==> config.mk <==
export PLATFORM = sky130hd
export DESIGN_NAME = axis_stream_sink
export DESIGN_NICKNAME = d
export VERILOG_FILES = /design/src/rtl/axis_stream_sink.sv
export SDC_FILE = /design/constraint.sdc
export NUM_CORES = 1
export LEC_CHECK = 0
export CORE_ASPECT_RATIO = 0.9
export CORE_MARGIN = 5
export CORE_UTILIZATION = 35
export DETAILED_ROUTE_END_ITERATION = 10
export PLACE_DENSITY = 0.57
export REMOVE_ABC_BUFFERS = 1
export SLEW_MARGIN = 20
export SYNTH_ARGS = -nofsm -noshare
export SYNTH_HDL_FRONTEND = slang
export SYNTH_SLANG_ARGS = --single-unit
==> constraint.sdc <==
create_clock -name S_AXIS_ACLK -period 14.35 [get_ports S_AXIS_ACLK]
set_clock_uncertainty 0.1 [all_clocks]
set_input_delay 1.435 -clock S_AXIS_ACLK [delete_from_list [all_inputs] [get_ports S_AXIS_ACLK]]
set_output_delay 1.435 -clock S_AXIS_ACLK [all_outputs]
set_load 0.005 [all_outputs]
==> src/rtl/axis_stream_sink.sv <==
// AXI4-Stream packet sink: captures one packet (up to DEPTH beats) into a local
// buffer, then hands it out word by word on a pop interface. Includes a sticky stall-stability monitor.
module axis_stream_sink #(
  parameter int C_S_AXIS_TDATA_WIDTH = 32,
  parameter int DEPTH                = 8
) (
  input  logic                              S_AXIS_ACLK,
  input  logic                              S_AXIS_ARESETN,
  input  logic                              S_AXIS_TVALID,
  output logic                              S_AXIS_TREADY,
  input  logic [C_S_AXIS_TDATA_WIDTH-1:0]   S_AXIS_TDATA,
  input  logic [C_S_AXIS_TDATA_WIDTH/8-1:0] S_AXIS_TSTRB,
  input  logic                              S_AXIS_TLAST,
  input  logic                              rd_en,
  output logic                              rd_valid,
  output logic [C_S_AXIS_TDATA_WIDTH-1:0]   rd_data,
  output logic [C_S_AXIS_TDATA_WIDTH/8-1:0] rd_strb,
  output logic                              rd_last,
  output logic                              pkt_done,
  output logic                              overflow,
  output logic                              err_protocol,
  output logic [1:0]                        state_dbg
);

  localparam int W  = C_S_AXIS_TDATA_WIDTH;
  localparam int SW = C_S_AXIS_TDATA_WIDTH / 8;
  localparam int AW = $clog2(DEPTH);
  localparam int PW = AW + 1;
  localparam int MW = W + SW + 1;
  localparam logic [PW-1:0] LAST_SLOT = PW'(DEPTH - 1);

  typedef enum logic [1:0] {
    IDLE  = 2'b00,
    RECV  = 2'b01,
    DRAIN = 2'b10
  } state_t;

  // Handshake rules on the slave port: a beat transfers on a rising edge where
  // TVALID and TREADY are both high; once TVALID is high with TREADY low, the
  // master must hold TVALID, TDATA, TSTRB and TLAST unchanged until the transfer.
  // On the pop side a word leaves on an edge where rd_en and rd_valid are both high.

  state_t          state, state_nxt;
  logic [PW-1:0]   wr_ptr, rd_ptr;
  logic [MW-1:0]   mem [DEPTH];
  logic [MW-1:0]   head;
  logic            beat, at_last_slot, pkt_end, pop, final_pop;
  logic            prev_stall, prev_last;
  logic [W-1:0]    prev_data;
  logic [SW-1:0]   prev_strb;

  assign S_AXIS_TREADY = (state == RECV);
  assign beat          = S_AXIS_TVALID & S_AXIS_TREADY;
  assign at_last_slot  = (wr_ptr == LAST_SLOT);
  assign pkt_end       = beat & (S_AXIS_TLAST | at_last_slot);

  assign rd_valid  = (state == DRAIN) && (rd_ptr < wr_ptr);
  assign head      = mem[rd_ptr[AW-1:0]];
  assign rd_data   = head[MW-1 -: W];
  assign rd_strb   = head[SW:1];
  assign rd_last   = head[0];
  assign pop       = rd_en & rd_valid;
  assign final_pop = pop & rd_last;
  assign state_dbg = state;

  always_comb begin
    state_nxt = state;
    case (state)
      RECV:    if (pkt_end) state_nxt = DRAIN;
      DRAIN:   if (final_pop) state_nxt = IDLE;
      // IDLE, and the unused 2'b11 encoding which behaves as IDLE
      default: if (S_AXIS_TVALID) state_nxt = RECV;
    endcase
  end

  always_ff @(posedge S_AXIS_ACLK or negedge S_AXIS_ARESETN) begin
    if (!S_AXIS_ARESETN) begin
      state        <= IDLE;
      wr_ptr       <= '0;
      rd_ptr       <= '0;
      pkt_done     <= 1'b0;
      overflow     <= 1'b0;
      err_protocol <= 1'b0;
      prev_stall   <= 1'b0;
      prev_data    <= '0;
      prev_strb    <= '0;
      prev_last    <= 1'b0;
    end else begin
      state    <= state_nxt;
      pkt_done <= final_pop;
      if (final_pop) begin
        wr_ptr <= '0;
        rd_ptr <= '0;
      end else begin
        if (beat) wr_ptr <= wr_ptr + 1'b1;
        if (pop)  rd_ptr <= rd_ptr + 1'b1;
      end
      // A full buffer without TLAST truncates; the tail arrives as a new packet.
      if (beat && !S_AXIS_TLAST && at_last_slot) overflow <= 1'b1;
      prev_stall <= S_AXIS_TVALID & ~S_AXIS_TREADY;
      prev_data  <= S_AXIS_TDATA;
      prev_strb  <= S_AXIS_TSTRB;
      prev_last  <= S_AXIS_TLAST;
      if (prev_stall && (!S_AXIS_TVALID || S_AXIS_TDATA != prev_data ||
                         S_AXIS_TSTRB != prev_strb || S_AXIS_TLAST != prev_last))
        err_protocol <= 1'b1;
    end
  end

  // Buffer contents need no reset; stored last flag is forced on a truncating beat.
  always_ff @(posedge S_AXIS_ACLK) begin
    if (beat) mem[wr_ptr[AW-1:0]] <= {S_AXIS_TDATA, S_AXIS_TSTRB, S_AXIS_TLAST | at_last_slot};
  end

endmodule

### After elaboration in Yosys (flattened, before gate mapping)

Memories as Yosys holds them, arrays and structs flattened.
Index checks and enable logic that the tools add are counted.

* add/subtract/negate cells: 2
* multiply operators: 0
* divide/modulo/power cells: 0
* magnitude comparators: 1
* equality and inequality tests: 8
* shifts and indexed selects: 0
* multiplexer cells: 10
* bitwise operators: 7
* reductions and logical operators: 13

Operators with widths (number)
* != test 32 bit: 1
* two-way mux 4 bit: 4
* adder 4 x 1 -> 4 bit, second input constant: 2
* two-way mux 2 bit: 3
* bitwise AND 1 bit: 5
* equality test 4 x 3 -> 1 bit, second input constant: 1
* logical AND 1 bit: 4
* less-than comparator 4 bit: 1
* != test 4 bit: 1
* one-hot mux 2 bit (2 select lines): 1
* nonzero test 2 bit: 2
* logical OR 1 bit: 3
* AND reduction 3 bit: 1
* nonzero test 3 bit: 1
* equality test 2 x 1 -> 1 bit, second input constant: 1
* equality test 2 bit, second input constant: 1
* logical NOT 1 bit: 2
* two-way mux 1 bit: 2
* != test 2 x 1 -> 1 bit, second input constant: 1
* != test 2 bit, second input constant: 1
* != test 1 bit: 1
* NOT 1 bit: 1
* OR 1 bit: 1

* flip-flop bits (word level): 51
* latch bits: 0
* memory bits (writable): 296
* ROM bits: 0
* input port bits: 41
* output and inout bits: 44
* word-level logic and storage cells: 52
* memories: 1

Memory list
* mem: words 8, bits a word 37, read ports 1, clocked after Yosys merged registers in 0, write ports 1, RTL line 45 `logic [MW-1:0] mem [DEPTH];`

### Depth between registers and ports, before layout

* word-level depth: 6
* gate-level depth with buffers: 6

### Least setup slack after synthesis

OpenSTA, ideal clock, no wires.

* path type: input to register
* start: input port S_AXIS_TVALID
* end: memory mem[1][0] in the netlist's numbering (enable)
* arrival: 5480 ps
* required time: 13713 ps
* path slack: 8233 ps
* stages: 2
* cell sequence: nand2_1 > nor4b_1

* longest elaborated chain between the ends: 3

RTL lines
* from (decl): RTL line 9 `input logic S_AXIS_TVALID,`
* bitwise AND 1 bit: RTL line 53 `assign beat = S_AXIS_TVALID & S_AXIS_TREADY;`
* two-way mux 1 bit: RTL line 112 `if (beat) mem[wr_ptr[AW-1:0]] <= {S_AXIS_TDATA, S_AXIS_TSTRB, S_AXIS_TLAST | at_last_slot};`
* two-way mux 1 bit (implied by the code): RTL line 112
* to (decl): RTL line 45

No other way between the ends.

### Worst setup path in the final report

* start: register rd_ptr[0]
* end: output port rd_data[5]

* longest elaborated chain between the ends: 1

RTL lines
* from (decl): RTL line 44 `logic [PW-1:0] wr_ptr, rd_ptr;`
* from (signal assigned): RTL line 96 `if (pop) rd_ptr <= rd_ptr + 1'b1;`
* memory (8 x 37 bit)
* to (decl): RTL line 16 `output logic [C_S_AXIS_TDATA_WIDTH-1:0] rd_data,`

No other way between the ends.

==> qor.csv <==
metric;value;unit
relSlewSlack;0.314;
period_needed;5.14;ns
cts_made_buffers;37;
cts_root_buffer;clkbuf_16;
synth.distinct_cells;36;
layout-drive-gt1-share;0.261;
fp-row-count;67;
synth-simple-area-share;0.0203;
synth.most_common_cell;edfxtp_1;
yosysWarnings;0;
stdcell_count;1222;
hold_viol_final;0;
r2r-start;rd_ptr[1];
path_buf_inv;2;
synth_edf_count;296;
grt_pass1_wl;42700;microns
synth_seq_cells;347;
finalNetCount;758;
clock_latency;0.52;ns
maxCapViolations;0;
rsz0062_at_grt;no;
synth_top_cell_area_share;0.672;
peakVddDrop;0.0000978;V
grt_remaining_overflow;0;
netlist_instances;597;
cts_sinks;347;
routabilityCongestion;0.696;
cts_tree;done;
slowest_stage;dfrtp_4;
placed_cells;1154;
drcViolationCount;0;
path_clk_slew;0.06;ns
hp-class;flop to flop;
powerDensity;176;nW/um^2
synthTopCellsByCount;edfxtp_1, mux4_2, dfrtp_1;
status;finished, final reports clean;
synth-adder-area-share;0.00662;
drtIter0Drc;408;
ios;85;
cts_buffer_depth;3;
area_growth;20.1;%
critPathMaxFanout;41;
drtAntennaViolNets;0;
grtUsageTotal;0.134;
die-area;41800;sq um
path_cells;buf_4 > mux4_2 > mux2_2 > clkdlybuf4s50_1;
dr.pass1.iters;4;
synth_ff_type;edfxtp_1;
cts_hold_buf;0;
antenna_cells;0;
p_comb_frac;0.228;
crit_start;rd_ptr[0];
hpwl;15200;microns
maxSlewViolCount;0;
cpPeakStageDelay;0.98;ns
yosys-mux-area-fraction;0.161;
ys_top_cells_by_area;edfxtp_1, mux4_2, dfrtp_1;
endpoint_kind;output port;
coreArea;37300;sq um
syn_area_per_cell;22.1;sq um
switching_share;0.257;
viasPerCell;4.97;
grt_max_degree;58;
p_total;2.79;mW
yosysTopAreaCell;edfxtp_1;
required;12.82;ns
fin_tns_setup;0;ns
initial_core_util;0.354;
p_leak;5.04;nW
port_buffers;84;
synth-seq-area-share;0.769;
synth-async-reset-ratio;0.147;
clkPwrFrac;0.320;
setup_viol;0;
die_x;215;microns
startpoint_type;flop;
tightest_slew;1.02;ns
power.internal;2.07;mW
synth_xor_area_frac;0.0265;
post_cts_resized;0;
postCtsSetupBuffers;0;
cts-htree-levels;2;
path_delay_family;buffers and inverters;
crit_arrival;3.61;ns
clock.fmax;195;MHz
seqPwrFrac;0.452;
wl_per_cell;22.9;microns
synth_top_family_by_area;multiplexers;
synth_compound_area_frac;0.00842;
p_switching;0.719;mW
synthesis.area;13200;sq um
finalCritPeriodShare;0.358;
die_h;194;microns
worst-setup-path-type;flop to output port;
grt_pass1_vias;6758;
antenna_found_initial;2;
hp-start;overflow;
vias;6070;
routed_wl;28000;microns
## path summary, 6_finish.rpt
path                                      to  slack, ns  depth (start not counted)
max in group asynchronous          rd_ptr[1]      12.56                          2
worst min register to register      overflow       0.37                          1
worst min-delay path                overflow       0.37                          1
min in group asynchronous       prev_data[1]       1.00                          2
worst max-delay path              rd_data[5]       9.21                          4
worst max register to register     rd_ptr[3]      10.99                          6
## through the flow
stage,hold slack (ns),area [sq um],setup slack [ns],util
after global routing,0.396,15900,8.90,0.426
final,0.373,15900,9.21,0.426
after global placement,0.359,14700,9.65,0.394
after CTS,0.374,15900,9.06,0.426
after floorplan,0.358,13100,8.23,-
after detailed placement,0.353,14700,9.61,0.394
## cell type report
class / instances / area (sq um)
Tap cell: 483 / 604
Fill cell: 3189 / 21400
Timing Repair Buffer: 96 / 926
Inverter: 5 / 18.8
Clock buffer: 50 / 1010
Clock inverter: 18 / 149
Sequential cell: 347 / 10200
Multi-Input combinational cell: 223 / 2990
## sequential cells by signal, indices dropped and copies added, names as in the netlist
| signal | cells |
|---|---|
| prev_last | 1 |
| prev_strb | 4 |
| wr_ptr | 4 |
| state_dbg | 2 |
| rd_ptr | 4 |
| err_protocol | 1 |
| prev_stall | 1 |
| prev_data | 32 |
| overflow | 1 |
| pkt_done | 1 |
| mem | 296 |
## power by group through the flow
stage                     sequential (mW)  combinational (mW)  clock [mW]
final                                1.26               0.637       0.894
after global routing                 1.28               0.690       0.964
after CTS                            1.27               0.658       0.919
after detailed placement             1.29               0.653           0
after global placement               1.28               0.645           0
after floorplan                      1.30               0.375           0
## routing by layer
metal | GRT usage | routed length [microns] | vias up
met2 | 0.215 | 13400 | 123
met5 | 0 | 14 | -
li1 | - | - | 2683
met4 | 0.0255 | 352 | 4
met1 | 0.192 | 12900 | 3223
met3 | 0.0291 | 1380 | 37
## cell usage in the layout, fill, tap and decap left out, types with 6 or more instances in the layout
| cell type | count |
|---|---|
| mux4_2 | 72 |
| clkinv_2 | 6 |
| clkdlybuf4s50_1 | 83 |
| ha_1 | 7 |
| clkbuf_1 | 9 |
| nand4_1 | 9 |
| nand2_1 | 8 |
| edfxtp_1 | 296 |
| clkbuf_16 | 37 |
| buf_4 | 12 |
| dfrtp_1 | 48 |
| mux2_2 | 36 |
| xnor2_1 | 38 |
## kinds of logic (layout without fill, tap and decap cells)
family,Yosys count,after routing
buffers and inverters,27,169
flip-flops,347,347
AO/OA/AOI/OAI,14,14
adder cells (fa/ha/maj),7,7
XOR/XNOR,40,40
AND/OR/NAND/NOR,48,48
multiplexers,114,114
## worst register-to-register path: cells and delay by family (launching register included)
family          cells  cell delay [ns]
compound gates      3             0.76
fa+ha+maj           1             0.40
buf+inv             1             0.78
flops               1             0.64
simple gates        1             0.61
Power figures use the tool's default switching activity.
